File: src/rtl/uart_gcd_cpu_top.sv
// uart_gcd_cpu_top: UART-fed subtractive GCD node with LED and 7-segment output.
// Define UART_ECHO_EN to echo every received byte back on uart_tx.
module uart_gcd_cpu_top #(
   parameter int CLK_FREQ = 50_000_000,
   parameter int BAUD     = 9600
) (
   input  logic       clk,
   input  logic       reset,
   input  logic [7:0] Switch,
   input  logic       uart_rx,
   output logic       uart_tx,
   output logic [7:0] LED,
   output logic [6:0] DigiOut1,
   output logic [6:0] DigiOut2,
   output logic [6:0] DigiOut3,
   output logic [6:0] DigiOut4
);
   localparam int DIV = CLK_FREQ / BAUD;
   localparam int CW = $clog2(DIV);
   localparam logic [CW-1:0] BIT_M1 = CW'(DIV - 1);
   localparam logic [CW-1:0] HALF_M1 = CW'(DIV / 2 - 1);

   typedef enum logic [1:0] {WAIT_A, WAIT_B, COMPUTE, SEND} state_t;
   state_t state, state_nx;

   logic rx_m, rx_s, rx_d, rx_busy, rx_valid;
   logic [CW-1:0] rx_cnt;
   logic [3:0] rx_bit;
   logic [7:0] rx_byte;
   logic tx_busy, tx_start;
   logic [7:0] tx_data;
   logic [9:0] tx_shift;
   logic [CW-1:0] tx_cnt;
   logic [3:0] tx_bit;
   logic [7:0] a, b, x, y, result, gcd_val;
   logic zero, done, send_done;
   logic unused_sw;

   assign unused_sw = ^Switch[7:1];

   // rx_bit: 0 = start, 1..8 = data, 9 = stop
   always_ff @(posedge clk or posedge reset)
      if (reset) begin
         {rx_m, rx_s, rx_d} <= 3'b111;
         rx_busy <= 1'b0;
         rx_valid <= 1'b0;
         rx_cnt <= '0;
         rx_bit <= '0;
         rx_byte <= '0;
      end else begin
         rx_m <= uart_rx;
         rx_s <= rx_m;
         rx_d <= rx_s;
         rx_valid <= 1'b0;
         if (!rx_busy) begin
            if (rx_d && !rx_s) begin
               rx_busy <= 1'b1;
               rx_cnt <= HALF_M1;
               rx_bit <= '0;
            end
         end else if (rx_cnt != '0)
            rx_cnt <= rx_cnt - 1'b1;
         else begin
            rx_cnt <= BIT_M1;
            rx_bit <= rx_bit + 1'b1;
            if (rx_bit == 4'd0 && rx_s)
               rx_busy <= 1'b0;
            else if (rx_bit == 4'd9) begin
               rx_busy <= 1'b0;
               rx_valid <= rx_s;
            end else if (rx_bit != 4'd0)
               rx_byte <= {rx_s, rx_byte[7:1]};
         end
      end

   // Shift register refills with ones so bit 0 idles high
   always_ff @(posedge clk or posedge reset)
      if (reset) begin
         tx_busy <= 1'b0;
         tx_shift <= '1;
         tx_cnt <= '0;
         tx_bit <= '0;
      end else if (!tx_busy) begin
         if (tx_start) begin
            tx_busy <= 1'b1;
            tx_shift <= {1'b1, tx_data, 1'b0};
            tx_cnt <= BIT_M1;
            tx_bit <= '0;
         end
      end else if (tx_cnt != '0)
         tx_cnt <= tx_cnt - 1'b1;
      else begin
         tx_cnt <= BIT_M1;
         tx_bit <= tx_bit + 1'b1;
         tx_shift <= {1'b1, tx_shift[9:1]};
         if (tx_bit == 4'd9)
            tx_busy <= 1'b0;
      end

   assign uart_tx = tx_shift[0];

   assign zero = (x == 8'd0) || (y == 8'd0);
   assign done = zero || (x == y);
   assign gcd_val = zero ? (x | y) : x;

`ifdef UART_ECHO_EN
   logic echo_pend, res_pend;
   logic [7:0] echo_byte;
   // Echo has priority, so the echo of B always precedes the result
   assign tx_start = !tx_busy && (echo_pend || res_pend);
   assign tx_data = echo_pend ? echo_byte : result;
   assign send_done = !res_pend && !tx_busy;
   always_ff @(posedge clk or posedge reset)
      if (reset) begin
         echo_pend <= 1'b0;
         echo_byte <= '0;
         res_pend <= 1'b0;
      end else begin
         if (rx_valid) begin
            echo_pend <= 1'b1;
            echo_byte <= rx_byte;
         end else if (tx_start && echo_pend)
            echo_pend <= 1'b0;
         if (state == COMPUTE && done)
            res_pend <= 1'b1;
         else if (tx_start && !echo_pend)
            res_pend <= 1'b0;
      end
`else
   assign tx_start = (state == COMPUTE) && done;
   assign tx_data = gcd_val;
   assign send_done = !tx_busy;
`endif

   always_ff @(posedge clk or posedge reset)
      if (reset)
         state <= WAIT_A;
      else
         state <= state_nx;

   always_comb begin
      state_nx = state;
      case (state)
         WAIT_A:  state_nx = rx_valid ? WAIT_B : WAIT_A;
         WAIT_B:  state_nx = rx_valid ? COMPUTE : WAIT_B;
         COMPUTE: state_nx = done ? SEND : COMPUTE;
         SEND:    state_nx = send_done ? WAIT_A : SEND;
         default: state_nx = WAIT_A;
      endcase
   end

   always_ff @(posedge clk or posedge reset)
      if (reset) begin
         a <= '0;
         b <= '0;
         x <= '0;
         y <= '0;
         result <= '0;
         LED <= '0;
      end else begin
         if (state == WAIT_A && rx_valid)
            a <= rx_byte;
         if (state == WAIT_B && rx_valid) begin
            b <= rx_byte;
            x <= a;
            y <= rx_byte;
         end
         if (state == COMPUTE) begin
            if (done) begin
               result <= gcd_val;
               LED <= gcd_val;
            end else if (x > y)
               x <= x - y;
            else
               y <= y - x;
         end
      end

   function automatic logic [6:0] seg(input logic [3:0] h);
      case (h)
         4'h0: return 7'h40;
         4'h1: return 7'h79;
         4'h2: return 7'h24;
         4'h3: return 7'h30;
         4'h4: return 7'h19;
         4'h5: return 7'h12;
         4'h6: return 7'h02;
         4'h7: return 7'h78;
         4'h8: return 7'h00;
         4'h9: return 7'h10;
         4'hA: return 7'h08;
         4'hB: return 7'h03;
         4'hC: return 7'h46;
         4'hD: return 7'h21;
         4'hE: return 7'h06;
         default: return 7'h0E;
      endcase
   endfunction

   assign DigiOut1 = Switch[0] ? 7'h7F : seg(a[7:4]);
   assign DigiOut2 = Switch[0] ? 7'h7F : seg(a[3:0]);
   assign DigiOut3 = Switch[0] ? seg(result[7:4]) : seg(b[7:4]);
   assign DigiOut4 = Switch[0] ? seg(result[3:0]) : seg(b[3:0]);
endmodule

File: config.mk
export PLATFORM = sky130hd
export DESIGN_NAME = uart_gcd_cpu_top
export DESIGN_NICKNAME = d
export VERILOG_FILES = /design/src/rtl/uart_gcd_cpu_top.sv
export SDC_FILE = /design/constraint.sdc
export NUM_CORES = 1
export LEC_CHECK = 0
export CAP_MARGIN = 5
export CORE_MARGIN = 3
export CORE_UTILIZATION = 37
export DETAILED_ROUTE_END_ITERATION = 12
export MAX_ROUTING_LAYER = met4
export SLEW_MARGIN = 20
export SYNTH_ARGS = -nofsm -noshare
export SYNTH_HDL_FRONTEND = slang
export SYNTH_SLANG_ARGS = --single-unit
File: constraint.sdc
create_clock -name clk -period 3.2 [get_ports clk]
set_clock_uncertainty 0.1 [all_clocks]
set_input_delay 0.64 -clock clk [delete_from_list [all_inputs] [get_ports clk]]
set_output_delay 0.64 -clock clk [all_outputs]
set_load 0.02 [all_outputs]
# Yosys cells after proc, flatten, opt, wreduce, memory -nomap -nowiden
# Memory sizes are Yosys's and may differ from the RTL's.
# Index checks and enable logic that the tools add are counted.
[word_totals]
regBits = 100
latchBits = 0
ramBits = 0
rom_bits = 672
in_bits = 11
out_inout_bits = 37
elab_cells = 110
memories = 6
[mem_list]
columns = ["memory", "words", "width", "rd", "rd_ports_with_merged_regs", "write_ports", "line_no", "text"]
rows = [
  ["(name not given)", 16, 7, 1, 0, 0, "180", "case (h)"],
  ["(name not given)", 16, 7, 1, 0, 0, "180", ""],
  ["(name not given)", 16, 7, 1, 0, 0, "180", ""],
  ["(name not given)", 16, 7, 1, 0, 0, "180", ""],
  ["(name not given)", 16, 7, 1, 0, 0, "180", ""],
  ["(name not given)", 16, 7, 1, 0, 0, "180", ""],
]
[op_classes]
add_sub_neg = 6
mul = 0
n_div = 0
order_cmp = 1
n_eq_ne = 8
shifts = 0
mux = 46
n_bitwise = 4
n_reduce_logical = 21
[op_table]
columns = ["operator", "count"]
rows = [
  ["2-to-1 mux 13 bit", 6],
  ["2-to-1 mux 8 bit", 9],
  ["2-to-1 mux 10 bit", 3],
  ["2-to-1 mux 7 bit", 4],
  ["nonzero test 13 bit", 2],
  ["subtractor 13 x 1 -> 13 bit (second input constant)", 2],
  ["2-to-1 mux 4 bit", 6],
  ["logical NOT 8 bit", 2],
  ["subtractor 8 bit", 2],
  ["2-to-1 mux 1 bit", 15],
  ["adder 4 x 1 -> 4 bit (second input constant)", 2],
  ["== test 4 bit (second input constant)", 2],
  ["== test 8 bit", 1],
  ["greater-than comparator 8 bit", 1],
  ["bitwise OR 8 bit", 1],
  ["case mux 2 bit (4 select lines)", 1],
  ["AND reduction 2 bit", 3],
  ["logical AND 1 bit", 5],
  ["AND reduction 5 bit", 1],
  ["== test 2 bit (second input constant)", 2],
  ["logical NOT 4 bit", 1],
  ["2-to-1 mux 2 bit", 2],
  ["inequality test 2 bit (second input constant)", 2],
  ["nonzero test 2 bit", 2],
  ["6 further kinds", 9],
]

# Longest topological paths before layout
# Gate-level depths: netlist of run 1.
[logic_depth]
depth_word = 6
mapped_depth = 9
ltp_nobuf = 8

# Worst setup path before layout of run 1
# OpenSTA, ideal clock, no wires.
[synth_timing]
path_kind = "reg2reg"
from = "register x[0]"
to = "register x[0]"
setup_time_ns = 0.125
arrival_ns = 2.195
slack_ns = 0.780
path_stages_with_launch = 10
path_buffers = 1
cell_sequence = "dfrtp_1 -> inv_1 -> ha_1 -> fa_1 -> nor3_1 -> o31ai_2 -> a31oi_2 -> o21bai_1 -> buf_6 -> mux2_4"
[synth_via]
elab_chain_len = 5
[synth_lines]
columns = ["element", "line_no", "text"]
rows = [
  ["start: declaration", "35", "logic [7:0] a, b, x, y, result, gcd_val;"],
  ["start signal: assignment", "173", "x <= x - y;"],
  ["branches (longest 4 deep; another with subtractor 8 bit)", "n/a", ""],
  ["2-to-1 mux 8 bit (*)", "168", "if (state == COMPUTE) begin"],
]
# Mark *: on every way between the ends.
# A chain may end at the register's enable or synchronous reset.

# Final worst setup path of run 1
[layout_timing]
from = "register result[4]"
to = "output port DigiOut3[4]"
[layout_via]
elab_chain_len = 2
[layout_lines]
columns = ["element", "line_no", "text"]
rows = [
  ["start: declaration", "35", ""],
  ["start signal: assignment", "170", "result <= gcd_val;"],
  ["memory read (16 x 7 bit)", "n/a", ""],
  ["2-to-1 mux 7 bit", "202", "assign DigiOut3 = Switch[0] ? seg(result[7:4]) : seg(b[7:4]);"],
  ["end: declaration", "15", "output logic [6:0] DigiOut3,"],
]
# No other way between the ends.

==> metrics, run 1 <==
Setup violations, final 0; first-pass GRT wire length 29.10 mm; Area Overhead vs Synth 13.91%; CP Class reg2out; vias in the first global route 5689; Total Neg Setup Slack 0 ps; fmax 322.1 MHz; synth warn 0; post-synthesis mux area share 8.302%; Synth area leaders dfrtp_1 30%, ha_1 11%, dfstp_2 4.3%; drt wl/cell 15.27 um; mean post-synth cell area between 8 and 9 um2; Worst Path Required 2460 ps; unrepaired setup endpoints after global routing no; Unique masters post-synth 71; initial DRC count ~350; syn_nets 899; Synth Area in Simple Gates about 17%; crit share post-route 97.03%; core area 19020 um2; Die Y ~150 um; VDD IR max just over 300 uV; clock root buffer master clkbuf_16; count leader, synth dfrtp_1; Worst Hold Class reg2reg; # DRC 0; max_cap viols 0; status finished clean; Detailed Route WL 16.98 mm; minimum hold slack 258.0 ps; share of cells above drive strength 1 about an eighth; adder-cell area share of the yosys netlist 12.04%; Num CTS Buffers 9; diodes inserted 0; die area 21440 um2; Final Max Tran Viols 0; DR pass1 iterations 5; predominant post-synthesis flop cell dfrtp_1; DR vias just under 6000; Synth Register Bits 99; leakage approximately 3.7 nW; share of the synthesized area in the top cell type ~30%; Avg Vias per Cell 5.314; synth cell count leaders 87 x dfrtp_1, 76 x nand2_1, 67 x ha_1; fraction of registers with async set/reset 100.0%; xor-xnor portion of the synthesized cell area around 1.7%; Post-synth EDFFs 0; initial antenna violation count 0; CP startpoint kind flop; crit path time final about 3100 ps; initial core utilization 38.36%; largest family of logic cells by synthesized area compound AO/OA/AOI/OAI gates; CTS tree built; post-route ant nets 0; Syn Inst Count 819; Layout Nets 927; clk slew on worst S/H paths 70 ps; pin count of the biggest net entering global routing between 50 and 60; Worst Tran Pin Value roughly 650 ps; Total GRT Usage 16.70%; Worst slew margin between 50% and 60%; crit path DAT between 2000 and 2500 ps; CP Capture Type primary output; global route total overflow 0; I/O Pins between 40 and 50; Compound-Gate Fraction of Synth Area 20.89%; H-tree Lvls 3; area leader, netlist dfrtp_1; Die W 146.4 um; worst-case clock buffer depth 2; Clock Sinks 99; Post-CTS Setup Bufs 0; synthesized area 7294 um2; # hold bufs at CTS 0; pwr dens 337.7 nW/um2; Clk Latency, worst-skew pair 360 ps; Fin. Hold Viols 0; GPL Wtd Cong 0.8859; HPWL Detailed 12.56 mm; CP max FO 7; buffers added on ports 40; Seq/Total Area, Yosys approximately a third; row count 50
logic make-up after synthesis:
kind of cell    count (synthesis)
xor+xnor                       14
simple gates                  243
flops                          99
compound gates                231
mux                            55
buf+inv                       108
fa+ha+maj                      69
worst max-delay path, cell delays in order (launching register included):
cell             delay (ps)
dfrtp_1                 490
inv_1                   140
ha_1                    210
a211oi_1                290
a31oi_1                  80
a21oi_1                 180
clkdlybuf4s50_1         620
routing by layer:
metal / part of all wire, % / track usage [%]
met5: 0 / -
met1: 50 / 23.57
met3: 4.4 / 2.948
met2: 45 / 25.33
met4: 0.88 / 3.481
sequential cells by signal, summed over array words and instances (netlist names), 2 cells and up:
| signal | count |
|---|---|
| a | 8 |
| b | 8 |
| result | 8 |
| rx_bit | 4 |
| rx_byte | 8 |
| rx_cnt | 13 |
| state | 2 |
| tx_bit | 4 |
| tx_cnt | 13 |
| tx_shift | 9 |
| x | 8 |
| y | 8 |
where the power goes:
group	internal (W)	leakage (nW)	total [W]	switching [W]
clock network	0.000549	0.145	0.00107	0.000525
registers	0.00133	1.31	0.00142	0.0000934
logic	0.000138	2.21	0.000312	0.000174
total	0.00201	3.66	0.00281	0.000792
path summary, 6_finish.rpt:
| kind | slack (ps) | to | cells after the start | start |
|---|---|---|---|---|
| worst min register to register | 260 | rx_s | 0 | rx_m |
| worst max-delay path | 90 | DigiOut3[4] | 6 | result[4] |
| min in group asynchronous | 510 | tx_cnt[0] | 2 | reset |
| max in group asynchronous | 1740 | tx_shift[2] | 3 | reset |
| worst min-delay path | 260 | rx_s | 0 | rx_m |
| worst max register to register | 390 | tx_shift[2] | 7 | y[1] |
through the flow:
| stage | total power, W | std cells | setup WS [ps] | instance area [um2] | utilization [%] |
|---|---|---|---|---|---|
| 2_1_floorplan | 0.001652 | 819 | 779.7 | 7298 | - |
| 3_3_place_gp | 0.001749 | 1096 | 215.7 | 7996 | 42.05 |
| 3_5_place_dp | 0.001760 | 1096 | 200.8 | 7996 | 42.05 |
| 4_1_cts | 0.002851 | 1112 | 6.616 | 8292 | 43.60 |
| 5_1_grt | 0.002953 | 1112 | 7.854 | 8309 | 43.69 |
| 6_report | 0.002806 | 1112 | 94.99 | 8309 | 43.69 |
layout by cell type, fill, tap and decap left out, types with 13 or more instances in the layout:
cell             netlist  layout
o21ai_0               61      61
nand2_1               76      76
clkdlybuf4s50_1        0      33
nand3_1               18      18
ha_1                  67      66
dfrtp_1               87      87
a21oi_1               48      48
nor2_1                55      55
mux2i_1               26      26
a31oi_1               17      17
o31ai_1               13      13
nor3_1                30      30
mux2_2                26      26
buf_4                  3      21
inv_1                 62      61
final cells by class:
| class | count | area (um2) |
|---|---|---|
| Multi-Input combinational cell | 612 | 4347 |
| Timing Repair Buffer | 63 | 611.8 |
| Tap cell | 260 | 325.3 |
| Clock buffer | 9 | 225.2 |
| Sequential cell | 99 | 2492 |
| Inverter | 62 | 236.5 |
| Fill cell | 1916 | 10710 |
| Clock inverter | 7 | 71.32 |
what timing repair did:
action / 4_1_cts / 5_1_grt
endpoints found under the setup margin: 1 / 6
gates resized for setup: 1 / 7
cloned: 0 / 0
No activity file was read; power rests on OpenSTA's default activity.
==> inputs of run 2 (changes only) <==
Settings changed: CORE_UTILIZATION 37 to 40, MAX_ROUTING_LAYER met4 to default.
==> run 2 against run 1 <==
Effect of this change:
- final area is 0.12% higher
- sequential cell count unchanged
- via count is 1.1% lower
- sequential share of layout area about the same
- sequential power about the same
- combinational power is 2% lower
- maximum frequency grew 1.8%
- worst hold slack got worse by 0.57 ps
- clock power grew 19%
- non-clock buffer count is 1 lower
- core utilization up 3.6 points
- setup slack better by 56 ps
- critical path type unchanged
- critical endpoint is now DigiOut3[1]
==> metrics, run 2 (synthesized netlist as in run 1, its figures left out) <==
status finished clean; Worst Hold Class reg2reg; initial antenna violation count 0; DR vias 5846; Die Y 141.0 um; buffers added on ports 40; Num CTS Buffers 9; # hold bufs at CTS 0; fmax 328.0 MHz; CP Class reg2out; pwr dens 360.0 nW/um2; core area about 18000 um2; first-pass GRT wire length 28.36 mm; clock root buffer master clkbuf_16; leakage 3.708 nW; CTS tree built; CP startpoint kind flop; final-layout fill cell count 1693; Area Overhead vs Synth 14.05%; max_cap viols 0; crit share post-route 95.28%; Worst slew margin 49.42%; H-tree Lvls 3; Detailed Route WL 16.74 mm; Worst Tran Pin Value ~760 ps; drt wl/cell 15.55 um; die area 19890 um2; busiest grt layer met2; Clk Latency, worst-skew pair 350 ps; crit path DAT around 2300 ps; row count 48; I/O Pins 48; grt met1 use around a quarter; Final WS setup 150.9 ps; VDD IR max approximately 440 uV; worst-case clock buffer depth 2; DR pass1 iterations 5; GPL Wtd Cong 0.8607; global route total overflow 0; Final Max Tran Viols 0; most frequent cells in the layout 85 x dfrtp_1, 76 x nand2_1, 67 x ha_1, 61 x inv_1, 61 x o21ai_0; Layout Nets 926; Largest regs rx_cnt x13, tx_cnt x13, tx_shift x9; diodes inserted 0; M3 GR Usage 2.510%; Die W 141.0 um; crit path time final 3049 ps; met2 Resource Use GR 26.64%; CP max FO 5; commonest non-fill, non-tap cell in the layout dfrtp_1; pin count of the biggest net entering global routing 43; Post-CTS Setup Bufs 0; CP Capture Type primary output; post-route ant nets 0; vias in the first global route 5526; Worst Path Required around 2500 ps; pre-CTS setup slack roughly 220 ps; # DRC 0; Avg Vias per Cell 5.433; clk slew on worst S/H paths 70 ps; HPWL Detailed 12.22 mm; Fin. Hold Viols 0; Setup violations, final 0; Total Neg Setup Slack 0 ps; share of cells above drive strength 1 approximately an eighth; unrepaired setup endpoints after global routing no; initial core utilization 41.45%; Clock Sinks 99; initial DRC count 409; Total GRT Usage 17.35%
run 2: changes by cell type in the layout (fill, tap and decap cells not counted), moves of 2 or more:
cell / before / now
bufinv_16: 0 / 3
clkdlybuf4s50_1: 33 / 30
clkinv_4: 3 / 1
clkinvlp_4: 1 / 3
dfrtp_1: 87 / 85
dfrtp_2: 0 / 2
dlymetal6s2s_1: 6 / 9
inv_6: 2 / 0
run 2: routing by layer:
layer,part of all wire (%),wire [um]
met3,4.3,721
met2,44,7433
met4,1.1,176
met1,50,8405
met5,0,0
run 2: area by class of cell:
cell class / count / area [um2] / area share (%)
Sequential cell: 99 / 2495 / 29.99
Clock buffer: 9 / 225.2 / 2.707
Clock inverter: 7 / 125.1 / 1.504
Timing Repair Buffer: 62 / 611.8 / 7.354
Multi-Input combinational cell: 612 / 4344 / 52.22
Tap cell: 225 / 281.5 / 3.384
Inverter: 62 / 236.5 / 2.843
run 2: power by group:
| group | total, W | internal (W) | leakage (nW) | switching, W |
|---|---|---|---|---|
| clock network | 0.00127 | 0.000771 | 0.164 | 0.000497 |
| registers | 0.00142 | 0.00133 | 1.31 | 0.0000928 |
| logic | 0.000307 | 0.000139 | 2.24 | 0.000168 |
run 2: worst paths after layout:
| path | startpoint | endpoint | slack, ps | cells after the start |
|---|---|---|---|---|
| setup / recovery | b[4] | DigiOut3[1] | 150 | 6 |
| hold / removal | rx_m | rx_s | 260 | 0 |
| setup reg to reg | x[3] | x[5] | 280 | 8 |
| hold reg to reg | rx_m | rx_s | 260 | 0 |
| max in group asynchronous | reset | b[5] | 1590 | 3 |
| min in group asynchronous | reset | tx_cnt[2] | 660 | 2 |
run 2: repair_timing:
item	4_1_cts	5_1_grt
endpoints found under the setup margin	1	11
pin swaps	0	0
gates resized for setup	1	11
run 2: worst max-delay path: stages, from the launching register on:
cell and delay (ps):
dfrtp_1 430, inv_1 140, ha_1 320, a21oi_1 60
a211oi_1 290, a21o_1 120, clkdlybuf4s50_1 590
run 2: per-stage QoR:
stage	utilization [%]	hold slack (ps)	cell area (um2)	total power, W	instances
2_1_floorplan	-	245.2	7298	0.001652	819
3_3_place_gp	45.15	246.1	7945	0.001748	1060
3_5_place_dp	45.15	247.6	7945	0.001754	1060
4_1_cts	47.13	258.2	8294	0.003037	1076
5_1_grt	47.28	262.3	8319	0.003130	1076
6_report	47.28	257.4	8319	0.002995	1076
==> inputs of run 3 (changes only) <==
Settings changed: CORE_ASPECT_RATIO from default to 1.4.
==> run 3 against run 2 <==
Effect of this change:
- cell count is 0.93% higher
- clock-buffer cell count is 2 higher
- largest cell class unchanged
- core utilization is 0.23 points lower
- sequential cell count stayed put
- sequential share of layout area is 0.14 points higher
- clock power is 7% lower
- worst hold slack worse by 1.2 ps
- setup slack worse by 5.4 ps
- critical path depth is 1 higher
- wire length is 1.9% higher
- maximum frequency is 0.18% lower
==> metrics, run 3 (synthesized netlist as in run 1, its figures left out) <==
row count between 50 and 60; die area 19920 um2; Num CTS Buffers 9; share of cells above drive strength 1 12.35%; r2r startpoint x[3]; DR pass1 iterations 5; final-layout fill cell count 1735; Die Y 165.8 um; Largest regs rx_cnt x13, tx_cnt x13, tx_shift x9; Fin. Hold Viols 0; max incr delay on CP 620 ps; worst-case clock buffer depth 2; FF-to-FF End x[5]; Avg Vias per Cell 5.413; Placed Area around 8000 um2; Post-CTS Setup Bufs 0; Layout Nets 925; I/O Pins 48; max_cap viols 0; initial antenna violation count 0; clock root buffer master clkbuf_16; H-tree Lvls 3; design area 8288 um2; VDD IR max 271.1 uV; R2R cell count 8; initial DRC count around 310; commonest non-fill, non-tap cell in the layout dfrtp_1; Total Neg Setup Slack 0 ps; crit share post-route 95.45%; cell with the largest stage delay on the worst path clkdlybuf4s50_1; GPL Wtd Cong 0.8318; pwr dens around 350 nW/um2; critical-path cell list inv_1 -> ha_1 -> mux2i_1 -> o21ai_0 -> nor2_1 -> a21oi_1 -> clkdlybuf4s50_1; Worst slew margin 55.67%; Design Power between 0.002 and 0.003 W; leakage 3.643 nW; Area Overhead vs Synth 13.62%; pin count of the biggest net entering global routing 100; Total GRT Usage 17.68%; core area approximately 18000 um2; CP Class reg2out; HPWL Detailed between 10 and 15 mm; CP Capture Type primary output; drt wl/cell 15.71 um; Detailed Route WL 17.06 mm; Final Max Tran Viols 0; vias in the first global route 5822; Final Util a little under half; Setup crit end DigiOut4[1]; # DRC 0; CP max FO 7; unrepaired setup endpoints after global routing no; post-route ant nets 0; Worst Hold Class reg2reg; status finished clean; buffers added on ports 40; crit path time final 3054 ps; most frequent cells in the layout 83 x dfrtp_1, 76 x nand2_1, 66 x ha_1, 61 x o21ai_0, 60 x inv_1; clk slew on worst S/H paths 70 ps; Worst Tran Pin Value 664.9 ps; CP startpoint kind flop; global route total overflow 0; Clock Sinks 99; DR vias 5879; diodes inserted 0; register area 2497 um2; Setup crit start b[0]; CTS tree built; Setup violations, final 0; first-pass GRT wire length 29.08 mm; fmax 327.4 MHz; multi-input logic area 4347 um2; Worst Path Required about 2500 ps; crit path DAT 2310 ps; reg2reg setup slack about 380 ps; initial core utilization about two fifths; Die W between 100 and 150 um; Clk Latency, worst-skew pair roughly 350 ps
## run 3: critical path, delay by kind of cell (launching register included)
kind / cells / cell delay [ps]
compound gates: 2 / 350
fa+ha+maj: 1 / 330
buf+inv: 2 / 760
flops: 1 / 390
mux: 1 / 70
simple gates: 1 / 70
## run 3: metal layers
metal	part of all wire, %	GRT usage, %
met4	2.2	5.683
met1	44	22.04
met5	0	0
met3	2.3	2.385
met2	51	31.38
## run 3: what timing repair did
item                                    CTS  global route
resized for setup                         1            11
endpoints found under the setup margin    1             9
hold buffers                              0             0
## run 3: final cells by class
class	count	area share, %
flip-flops and latches	99	30.13
clock buffers	11	2.808
repair buffers	61	7.171
well taps	236	3.563
inverters	62	2.853
clock inverters	5	1.027
multi-input cells	612	52.45
## run 3: how the worst min path moves through the flow
stage / start / slack [ps] / endpoint / depth (start not counted)
detailed placement: rx_m / 250 / rx_s / 0
floorplan: rx_m / 250 / rx_s / 0
global placement: rx_m / 250 / rx_s / 0
CTS: rx_m / 260 / rx_s / 0
global route: rx_m / 260 / rx_s / 0
finish: rx_m / 260 / rx_s / 0
## run 3: power breakdown
| group | leakage (nW) | internal [W] | switching, W | total [W] |
|---|---|---|---|---|
| logic | 2.18 | 0.000137 | 0.000174 | 0.000311 |
| registers | 1.30 | 0.00133 | 0.0000924 | 0.00142 |
| clock network | 0.156 | 0.000693 | 0.000487 | 0.00118 |
## run 3: metrics by stage
step | hold slack, ps | std cells | setup WS [ps]
floorplan | 245.2 | 819 | 779.7
global placement | 250.4 | 1070 | 249.5
detailed placement | 247.8 | 1070 | 240.1
CTS | 257.2 | 1086 | 41.33
global route | 257.6 | 1086 | 13.48
finish | 256.2 | 1086 | 145.5
